[config.mk]
export PLATFORM = sky130hd
export DESIGN_NAME = dma_csr
export DESIGN_NICKNAME = d
export VERILOG_FILES = /design/src/rtl/dma_csr_pkg.sv /design/src/rtl/dma_csr.sv
export SDC_FILE = /design/constraint.sdc
export NUM_CORES = 1
export LEC_CHECK = 0
export CORE_MARGIN = 2
export CORE_UTILIZATION = 30
export CTS_CLUSTER_SIZE = 28
export DETAILED_ROUTE_END_ITERATION = 7
export GPL_ROUTABILITY_DRIVEN = 1
export GPL_TIMING_DRIVEN = 0
export PLACE_DENSITY = 0.68
export SYNTH_ARGS = -nofsm -noshare
export SYNTH_HDL_FRONTEND = slang
export SYNTH_SLANG_ARGS = --single-unit
[constraint.sdc]
create_clock -name clk -period 2.25 [get_ports clk]
set_input_delay 0.675 -clock clk [delete_from_list [all_inputs] [get_ports clk]]
set_output_delay 0.675 -clock clk [all_outputs]
set_load 0.05 [all_outputs]
[src/rtl/dma_csr_pkg.sv]
// rtl/dma_csr_pkg.sv - DMA CSR register map, bit positions, response codes and write FSM states
package dma_csr_pkg;

  localparam logic [7:0] OFF_CTRL     = 8'h00;
  localparam logic [7:0] OFF_STATUS   = 8'h04;
  localparam logic [7:0] OFF_SRC      = 8'h08;
  localparam logic [7:0] OFF_DST      = 8'h0C;
  localparam logic [7:0] OFF_LEN      = 8'h10;
  localparam logic [7:0] OFF_XFER_CNT = 8'h14;

  localparam int CTRL_START  = 0;
  localparam int CTRL_IRQ_EN = 1;
  localparam int STAT_BUSY   = 0;
  localparam int STAT_DONE   = 1;
  localparam int STAT_ERR    = 2;

  localparam logic [1:0] RESP_OKAY   = 2'b00;
  localparam logic [1:0] RESP_SLVERR = 2'b10;

  typedef enum logic {
    WR_IDLE,
    WR_RESP
  } wr_state_t;

endpackage

[src/rtl/dma_csr.sv]
// rtl/dma_csr.sv - AXI4-Lite CSR slave for the DMA engine
// Optional XFER_CNT register at 0x14 enabled by defining DMA_CSR_XFER_CNT_EN.
module dma_csr #(
  parameter int ADDR_WIDTH = 32,
  parameter int DATA_WIDTH = 32
) (
  input  logic                  clk,
  input  logic                  rst,
  input  logic                  awvalid,
  output logic                  awready,
  input  logic [ADDR_WIDTH-1:0] awaddr,
  input  logic                  wvalid,
  output logic                  wready,
  input  logic [DATA_WIDTH-1:0] wdata,
  output logic                  bvalid,
  input  logic                  bready,
  output logic [1:0]            bresp,
  input  logic                  arvalid,
  output logic                  arready,
  input  logic [ADDR_WIDTH-1:0] araddr,
  output logic                  rvalid,
  input  logic                  rready,
  output logic [DATA_WIDTH-1:0] rdata,
  output logic [1:0]            rresp,
  output logic [31:0]           src_addr_o,
  output logic [31:0]           dst_addr_o,
  output logic [31:0]           len_o,
  output logic                  start_o,
  input  logic                  busy_i,
  input  logic                  done_i,
  input  logic                  err_i,
  output logic                  irq_o
);
  import dma_csr_pkg::*;

  wr_state_t   wr_state;
  logic        aw_held, w_held;
  logic [5:0]  aw_off_q;
  logic [31:0] w_data_q;
  logic        irq_en_q, done_q, err_q;
`ifdef DMA_CSR_XFER_CNT_EN
  logic [31:0] xfer_cnt_q;
`endif

  logic        aw_hs, w_hs, ar_hs, commit;
  logic [5:0]  wr_off;
  logic [31:0] wr_data;
  logic [1:0]  wr_resp, rd_resp;
  logic [31:0] rd_data;
  logic        do_start, sw_done, sw_err, clr_done, clr_err;
  logic        wr_ctrl, wr_src, wr_dst, wr_len, wr_cnt;
  logic        irq_en_nx, done_nx, err_nx;
  logic        unused_addr_bits;

  assign unused_addr_bits = ^{awaddr[ADDR_WIDTH-1:8], awaddr[1:0],
                              araddr[ADDR_WIDTH-1:8], araddr[1:0]};

  assign bvalid  = (wr_state == WR_RESP);
  assign awready = !aw_held && !bvalid;
  assign wready  = !w_held && !bvalid;
  assign arready = !rvalid;
  assign aw_hs   = awvalid && awready;
  assign w_hs    = wvalid && wready;
  assign ar_hs   = arvalid && arready;

  // A held beat and a beat handshaking this cycle are equivalent for commit.
  assign commit  = (aw_held || aw_hs) && (w_held || w_hs);
  assign wr_off  = aw_held ? aw_off_q : awaddr[7:2];
  assign wr_data = w_held ? w_data_q : wdata;

  always_comb begin
    wr_resp  = RESP_OKAY;
    do_start = 1'b0;
    sw_done  = 1'b0;
    sw_err   = 1'b0;
    clr_done = 1'b0;
    clr_err  = 1'b0;
    wr_ctrl  = 1'b0;
    wr_src   = 1'b0;
    wr_dst   = 1'b0;
    wr_len   = 1'b0;
    wr_cnt   = 1'b0;
    if (commit) begin
      case ({wr_off, 2'b00})
        OFF_CTRL: begin
          wr_ctrl = 1'b1;
          if (wr_data[CTRL_START]) begin
            if (busy_i) begin
              sw_err  = 1'b1;
              wr_resp = RESP_SLVERR;
            end else if (len_o == 32'd0) begin
              sw_done = 1'b1;
            end else begin
              do_start = 1'b1;
            end
          end
        end
        OFF_STATUS: begin
          clr_done = wr_data[STAT_DONE];
          clr_err  = wr_data[STAT_ERR];
        end
        OFF_SRC: if (busy_i) wr_resp = RESP_SLVERR; else wr_src = 1'b1;
        OFF_DST: if (busy_i) wr_resp = RESP_SLVERR; else wr_dst = 1'b1;
        OFF_LEN: if (busy_i) wr_resp = RESP_SLVERR; else wr_len = 1'b1;
`ifdef DMA_CSR_XFER_CNT_EN
        OFF_XFER_CNT: wr_cnt = 1'b1;
`endif
        default: wr_resp = RESP_SLVERR;
      endcase
    end
  end

  // Hardware set beats a software clear landing in the same cycle.
  assign irq_en_nx = wr_ctrl ? wr_data[CTRL_IRQ_EN] : irq_en_q;
  assign done_nx   = (done_q && !clr_done) || done_i || sw_done;
  assign err_nx    = (err_q && !clr_err) || err_i || sw_err;

  always_comb begin
    rd_data = 32'd0;
    rd_resp = RESP_OKAY;
    case ({araddr[7:2], 2'b00})
      OFF_CTRL:   rd_data[CTRL_IRQ_EN] = irq_en_q;
      OFF_STATUS: begin
        rd_data[STAT_BUSY] = busy_i;
        rd_data[STAT_DONE] = done_q;
        rd_data[STAT_ERR]  = err_q;
      end
      OFF_SRC:    rd_data = src_addr_o;
      OFF_DST:    rd_data = dst_addr_o;
      OFF_LEN:    rd_data = len_o;
`ifdef DMA_CSR_XFER_CNT_EN
      OFF_XFER_CNT: rd_data = xfer_cnt_q;
`endif
      default:    rd_resp = RESP_SLVERR;
    endcase
  end

  always_ff @(posedge clk) begin
    if (rst) begin
      wr_state   <= WR_IDLE;
      bresp      <= RESP_OKAY;
      aw_held    <= 1'b0;
      w_held     <= 1'b0;
      aw_off_q   <= 6'd0;
      w_data_q   <= 32'd0;
      src_addr_o <= 32'd0;
      dst_addr_o <= 32'd0;
      len_o      <= 32'd0;
      start_o    <= 1'b0;
      irq_en_q   <= 1'b0;
      done_q     <= 1'b0;
      err_q      <= 1'b0;
      irq_o      <= 1'b0;
      rvalid     <= 1'b0;
      rdata      <= '0;
      rresp      <= RESP_OKAY;
`ifdef DMA_CSR_XFER_CNT_EN
      xfer_cnt_q <= 32'd0;
`endif
    end else begin
      if (wr_state == WR_IDLE) begin
        if (commit) begin
          wr_state <= WR_RESP;
          bresp    <= wr_resp;
        end
      end else if (bready) begin
        wr_state <= WR_IDLE;
      end
      aw_held <= commit ? 1'b0 : (aw_held || aw_hs);
      w_held  <= commit ? 1'b0 : (w_held || w_hs);
      if (aw_hs) aw_off_q <= awaddr[7:2];
      if (w_hs)  w_data_q <= wdata;

      start_o <= do_start;
      if (wr_src) src_addr_o <= wr_data;
      if (wr_dst) dst_addr_o <= wr_data;
      if (wr_len) len_o      <= wr_data;
      irq_en_q <= irq_en_nx;
      done_q   <= done_nx;
      err_q    <= err_nx;
      irq_o    <= irq_en_nx && (done_nx || err_nx);

      if (ar_hs) begin
        rvalid <= 1'b1;
        rdata  <= rd_data;
        rresp  <= rd_resp;
      end else if (rvalid && rready) begin
        rvalid <= 1'b0;
      end
`ifdef DMA_CSR_XFER_CNT_EN
      if (wr_cnt)      xfer_cnt_q <= done_i ? 32'd1 : 32'd0;
      else if (done_i) xfer_cnt_q <= xfer_cnt_q + 32'd1;
`endif
    end
  end

endmodule

==> results of run 1 <==
==> placed cells by master, fill, tap and decap left out, types with 4 or more instances in the layout <==
master and instances:
sky130_fd_sc_hd__nor2_1 183, sky130_fd_sc_hd__dfxtp_1 177, sky130_fd_sc_hd__dlygate4sd2_1 134, sky130_fd_sc_hd__mux2i_1 101, sky130_fd_sc_hd__a211oi_1 94, sky130_fd_sc_hd__nand2_1 72, sky130_fd_sc_hd__clkdlybuf4s50_1 45, sky130_fd_sc_hd__clkbuf_1 39
sky130_fd_sc_hd__nor3_1 37, sky130_fd_sc_hd__inv_1 34, sky130_fd_sc_hd__a21oi_1 34, sky130_fd_sc_hd__clkbuf_16 17, sky130_fd_sc_hd__buf_2 13, sky130_fd_sc_hd__buf_4 12, sky130_fd_sc_hd__buf_6 8, sky130_fd_sc_hd__nor4_1 8
sky130_fd_sc_hd__clkbuf_2 6, sky130_fd_sc_hd__dlymetal6s2s_1 5, sky130_fd_sc_hd__bufinv_16 4
==> power by group through the flow <==
| stage | Clock (mW) | Combinational [mW] | Sequential [mW] |
|---|---|---|---|
| floorplan | 0 | 0.594 | 3.59 |
| global placement | 0 | 1.23 | 3.40 |
| detailed placement | 0 | 1.24 | 3.40 |
| CTS | 3.27 | 1.22 | 3.33 |
| global route | 3.42 | 1.33 | 3.35 |
| finish | 3.22 | 1.23 | 3.33 |
==> critical path, stage by stage <==
cell and delay [ps]:
sky130_fd_sc_hd__clkdlybuf4s50_1 480, sky130_fd_sc_hd__nor2b_4 220, sky130_fd_sc_hd__o22ai_4 130, sky130_fd_sc_hd__or4_1 560, sky130_fd_sc_hd__a221oi_2 320, sky130_fd_sc_hd__a211oi_2 120
==> per-layer routing <==
metal / share of wire [%] / up-vias
li1: - / 3391
met3: 7.0 / 25
met1: 44 / 3337
met4: 1.4 / 0
met5: 0 / -
met2: 47 / 226
==> Yosys cell counts, types with 2 or more instances <==
| library cell | number |
|---|---|
| sky130_fd_sc_hd__a211oi_1 | 96 |
| sky130_fd_sc_hd__a21o_1 | 2 |
| sky130_fd_sc_hd__a21oi_1 | 35 |
| sky130_fd_sc_hd__a221oi_1 | 3 |
| sky130_fd_sc_hd__a311oi_1 | 2 |
| sky130_fd_sc_hd__and2_1 | 2 |
| sky130_fd_sc_hd__buf_2 | 12 |
| sky130_fd_sc_hd__buf_4 | 8 |
| sky130_fd_sc_hd__buf_6 | 4 |
| sky130_fd_sc_hd__clkbuf_1 | 45 |
| sky130_fd_sc_hd__dfxtp_1 | 177 |
| sky130_fd_sc_hd__inv_1 | 34 |
| sky130_fd_sc_hd__mux2_2 | 3 |
| sky130_fd_sc_hd__mux2i_1 | 101 |
| sky130_fd_sc_hd__nand2_1 | 72 |
| sky130_fd_sc_hd__nand4_1 | 3 |
| sky130_fd_sc_hd__nor2_1 | 184 |
| sky130_fd_sc_hd__nor2b_1 | 3 |
| sky130_fd_sc_hd__nor3_1 | 38 |
| sky130_fd_sc_hd__nor4_1 | 8 |
| sky130_fd_sc_hd__nor4_2 | 2 |
| sky130_fd_sc_hd__o21ai_0 | 3 |
| sky130_fd_sc_hd__o22ai_1 | 2 |
==> cell families (layout without fill, tap and decap cells) <==
group	after synthesis	in the layout	share of synthesized area (%)
and+or+nand+nor	321	321	18.3
DFF	177	177	47.1
AOI/OAI and AO/OA	148	148	13.9
other	1	2	0.0499
muxes	106	106	14.5
buffers and inverters	104	331	6.19
==> worst max path at each step <==
| stage | from | endpoint | slack [ps] | depth (start not counted) |
|---|---|---|---|---|
| after floorplan | bvalid$_SDFF_PP0_ | w_data_q[24]$_SDFFE_PP0P_ | 40 | 6 |
| after global placement | araddr[7] | rdata[21]$_SDFFE_PP0P_ | -850 | 8 |
| after detailed placement | araddr[7] | rdata[21]$_SDFFE_PP0P_ | -880 | 8 |
| after CTS | awvalid | len_o[15]$_SDFFE_PP0P_ | -40 | 8 |
| after global routing | awvalid | irq_o$_SDFF_PP0_ | 1 | 6 |
| final | awvalid | irq_o$_SDFF_PP0_ | 30 | 6 |
==> cell type report <==
class / instances / area, um^2
inverter: 34 / 128
multi-input combinational: 577 / 3600
timing repair buffer: 195 / 1780
buffer: 70 / 377
clock buffer: 18 / 429
sequential: 177 / 3540
tap: 324 / 405
fill: 2469 / 14000
clock inverter: 14 / 203
==> registers in the layout (all words and copies together), names as in the netlist, 6 cells and up <==
register / flops
src_addr_o: 32
rdata: 32
dst_addr_o: 32
w_data_q: 32
len_o: 32
aw_off_q: 6
==> timing repair <==
| action | 4_1_cts | 5_1_grt |
|---|---|---|
| hold endpoints to repair | 0 | 0 |
| cloned | 1 | 0 |
| setup buffers | 6 | 1 |
| hold buffers | 0 | 0 |
| pin swaps | 7 | 4 |
| resized for setup | 159 | 35 |
| endpoints found under the setup margin | 257 | 75 |
==> impl_results.html, run 1 <==
<table>
<tr><th>Metric</th><th>Value</th></tr>
<tr><th colspan="2">Status</th></tr>
<tr><td>Outcome</td><td>finished clean</td></tr>
<tr><th colspan="2">Worst hold path</th></tr>
<tr><td>Worst-case hold path end point</td><td>w_data_q[11]$_SDFFE_PP0P_</td></tr>
<tr><td>Classification of the worst-slack hold path</td><td>reg -&gt; reg</td></tr>
<tr><td>Source of the worst hold timing path</td><td>w_data_q[11]$_SDFFE_PP0P_</td></tr>
<tr><td>Cells on Worst Hold Path</td><td>2</td></tr>
<tr><th colspan="2">Timing</th></tr>
<tr><td>Unrepaired setup endpoints after global routing</td><td>false</td></tr>
<tr><td>Share of the cycle needed by the critical path after routing</td><td>98.8%</td></tr>
<tr><td>Final worst hold slack</td><td>455 ps</td></tr>
<tr><td>Setup slack after layout</td><td>27.1 ps</td></tr>
<tr><td>Rel. slew slack</td><td>between 50% and 60%</td></tr>
<tr><td>Final Max Tran Viols</td><td>0</td></tr>
<tr><td>Endpoints failing setup</td><td>0</td></tr>
<tr><td>Total negative setup slack</td><td>0 ps</td></tr>
<tr><td>Transition time at the pin with the least slew margin</td><td>slightly above 700 ps</td></tr>
<tr><td>Final critical-path required period</td><td>2220 ps</td></tr>
<tr><td>Fmax</td><td>450 MHz</td></tr>
<tr><td>Setup clock skew after layout</td><td>12.8 ps</td></tr>
<tr><td>Number of hold violations in the final report</td><td>0</td></tr>
<tr><th colspan="2">Setup path</th></tr>
<tr><td>Worst r2r path cells</td><td>7</td></tr>
<tr><td>Launch point of the worst reg-to-reg path</td><td>aw_held$_SDFF_PP0_</td></tr>
<tr><td>Worst R2R End</td><td>irq_o$_SDFF_PP0_</td></tr>
<tr><td>Critical path startpoint category</td><td>input port</td></tr>
<tr><td>Data arrival at the endpoint of the critical path</td><td>2510 ps</td></tr>
<tr><td>Reg-to-reg setup timing slack</td><td>110 ps</td></tr>
<tr><td>Endpoint type of the worst setup path</td><td>flop</td></tr>
<tr><td>Category of the most critical setup path</td><td>in -&gt; reg</td></tr>
<tr><td>Required time reported for the critical path endpoint</td><td>2540 ps</td></tr>
<tr><td>Largest driver fanout on the critical path</td><td>8</td></tr>
<tr><th colspan="2">Synthesis</th></tr>
<tr><td>Synthesized netlist cell count</td><td>857</td></tr>
<tr><td>Proportion of synthesized flip-flops having asynchronous set or reset</td><td>0%</td></tr>
<tr><td>Number of library cell types mapped by synthesis</td><td>41</td></tr>
<tr><td>Mean instance size in the synthesized netlist</td><td>8.77 um^2</td></tr>
<tr><td>Register bit count reported by yosys</td><td>177</td></tr>
<tr><td>Sequential area share after synthesis</td><td>between 40% and 50%</td></tr>
<tr><td>Combined area of all synthesized cells</td><td>0.00752 mm^2</td></tr>
<tr><td>Number of flops mapped to enable cells by yosys</td><td>0</td></tr>
<tr><td>Top post-synthesis cells by area</td><td>sky130_fd_sc_hd__dfxtp_1 47%, sky130_fd_sc_hd__mux2i_1 13%, sky130_fd_sc_hd__a211oi_1 9.6%</td></tr>
<tr><td>Synthesis warning total</td><td>0</td></tr>
<tr><td>Largest area contributor in the netlist</td><td>sky130_fd_sc_hd__dfxtp_1</td></tr>
<tr><td>Area fraction of the dominant cell type after synthesis</td><td>47.1%</td></tr>
<tr><td>Most common flop cell mapped by yosys</td><td>sky130_fd_sc_hd__dfxtp_1</td></tr>
<tr><th colspan="2">Clock tree</th></tr>
<tr><td>Clock latency of the later-clocked register in the worst-skew pair</td><td>430 ps</td></tr>
<tr><td>Total number of clock tree sinks</td><td>177</td></tr>
<tr><td>Htree depth</td><td>4</td></tr>
<tr><td>Clock tree root driver cell</td><td>sky130_fd_sc_hd__clkbuf_16</td></tr>
<tr><td>Number of clock buffers inserted by TritonCTS</td><td>17</td></tr>
<tr><td>Clock transition at the registers of the reported paths</td><td>70 ps</td></tr>
<tr><td>Maximum number of buffers from clock root to sink</td><td>2</td></tr>
<tr><td>CTS tree</td><td>built</td></tr>
<tr><th colspan="2">Place</th></tr>
<tr><td>Port Buffers</td><td>between 150 and 200</td></tr>
<tr><td>Total placed cells including tap cells</td><td>1369</td></tr>
<tr><td>GPL Wtd Cong</td><td>0.828</td></tr>
<tr><td>Worst slack at placement</td><td>-882 ps</td></tr>
<tr><td>Post-detail-place hpwl</td><td>19500 um</td></tr>
<tr><td>Placement-stage cell area</td><td>0.00980 mm^2</td></tr>
<tr><th colspan="2">GRT</th></tr>
<tr><td>Global-route wire length before repair</td><td>40500 um</td></tr>
<tr><td>Met2 Use GR</td><td>33.6%</td></tr>
<tr><td>Antenna violations before repair</td><td>0</td></tr>
<tr><td>Number of global-route vias before repair</td><td>6774</td></tr>
<tr><td>GRT Residual Overflow</td><td>0</td></tr>
<tr><td>Met1 Resource Use GR</td><td>between 20% and 30%</td></tr>
<tr><td>Global routing usage summed across all routing layers</td><td>20.2%</td></tr>
<tr><td>Most utilized layer in the global route result</td><td>met2</td></tr>
<tr><td>Global routing usage on met3</td><td>between 5 and 6%</td></tr>
<tr><td>Maximum number of pins on one net before global-route repair</td><td>17</td></tr>
<tr><th colspan="2">Pwr</th></tr>
<tr><td>Proportion of total power due to net switching</td><td>28.8%</td></tr>
<tr><td>Cell Int Power</td><td>5.54 mW</td></tr>
<tr><td>Total power consumption of the routed design</td><td>7.78 mW</td></tr>
<tr><td>Peak supply drop</td><td>around 0.40 mV</td></tr>
<tr><td>Power per unit of standard cell area</td><td>approximately 740 mW/mm^2</td></tr>
<tr><td>Fraction of power consumed by sequential logic</td><td>a little over two fifths</td></tr>
<tr><td>Net Sw Power</td><td>2.24 mW</td></tr>
<tr><td>Part of the power in the clock network</td><td>41.4%</td></tr>
<tr><td>P_leak</td><td>4.49 nW</td></tr>
<tr><td>Combinational group share of total power</td><td>15.8%</td></tr>
<tr><th colspan="2">Cells and area</th></tr>
<tr><td>Final core utilization</td><td>42.8%</td></tr>
<tr><td>Final design instance area without fill</td><td>between 0.01 and 0.015 mm^2</td></tr>
<tr><td>Number of antenna repair diodes</td><td>0</td></tr>
<tr><td>Area growth, synth to finish</td><td>39.3%</td></tr>
<tr><td>Fraction of final layout cells with drive strength greater than 1</td><td>8.85%</td></tr>
<tr><td>Final standard cell count with taps included and fillers excluded</td><td>1409</td></tr>
<tr><td>Final #Nets</td><td>1178</td></tr>
<tr><th colspan="2">Drt</th></tr>
<tr><td>DR vias/cell</td><td>4.95</td></tr>
<tr><td>Number of nets with antenna violations after detailed routing</td><td>0</td></tr>
<tr><td>Detailed Route WL</td><td>26100 um</td></tr>
<tr><td>Total number of vias</td><td>6979</td></tr>
<tr><td>Residual DRC count</td><td>0</td></tr>
<tr><td>Count of routing violations after the opening detailed-route iteration</td><td>427</td></tr>
<tr><td>First-pass iteration count of the detailed router</td><td>5</td></tr>
<tr><td>DR WL/cell</td><td>18.6 um</td></tr>
<tr><th colspan="2">Flow run</th></tr>
<tr><td># Max-Cap Violations</td><td>0</td></tr>
<tr><th colspan="2">Floorplanning</th></tr>
<tr><td>Boundary Pins</td><td>245</td></tr>
<tr><td>Row cnt</td><td>57</td></tr>
<tr><td>Effective utilization at floorplan</td><td>~31%</td></tr>
<tr><td>Total core area</td><td>0.0245 mm^2</td></tr>
<tr><td>Total Die Area</td><td>0.0263 mm^2</td></tr>
<tr><td>Horizontal die dimension</td><td>162 um</td></tr>
<tr><td>Die extent in y</td><td>approximately 160 um</td></tr>
</table>
(Power assumes the default switching activity.)
==> run 2: changes to the inputs <==
--- a/config.mk
+++ b/config.mk
@@ -5,6 +5,7 @@
 export SDC_FILE = /design/constraint.sdc
 export NUM_CORES = 1
 export LEC_CHECK = 0
+export CAP_MARGIN = 10
 export CORE_MARGIN = 2
 export CORE_UTILIZATION = 30
 export CTS_CLUSTER_SIZE = 28
@@ -12,6 +13,7 @@
 export GPL_ROUTABILITY_DRIVEN = 1
 export GPL_TIMING_DRIVEN = 0
 export PLACE_DENSITY = 0.68
+export SLEW_MARGIN = 20
 export SYNTH_ARGS = -nofsm -noshare
 export SYNTH_HDL_FRONTEND = slang
 export SYNTH_SLANG_ARGS = --single-unit
==> results of run 2 <==
The final DEF is identical to that of run 1; final timing and power are the same.
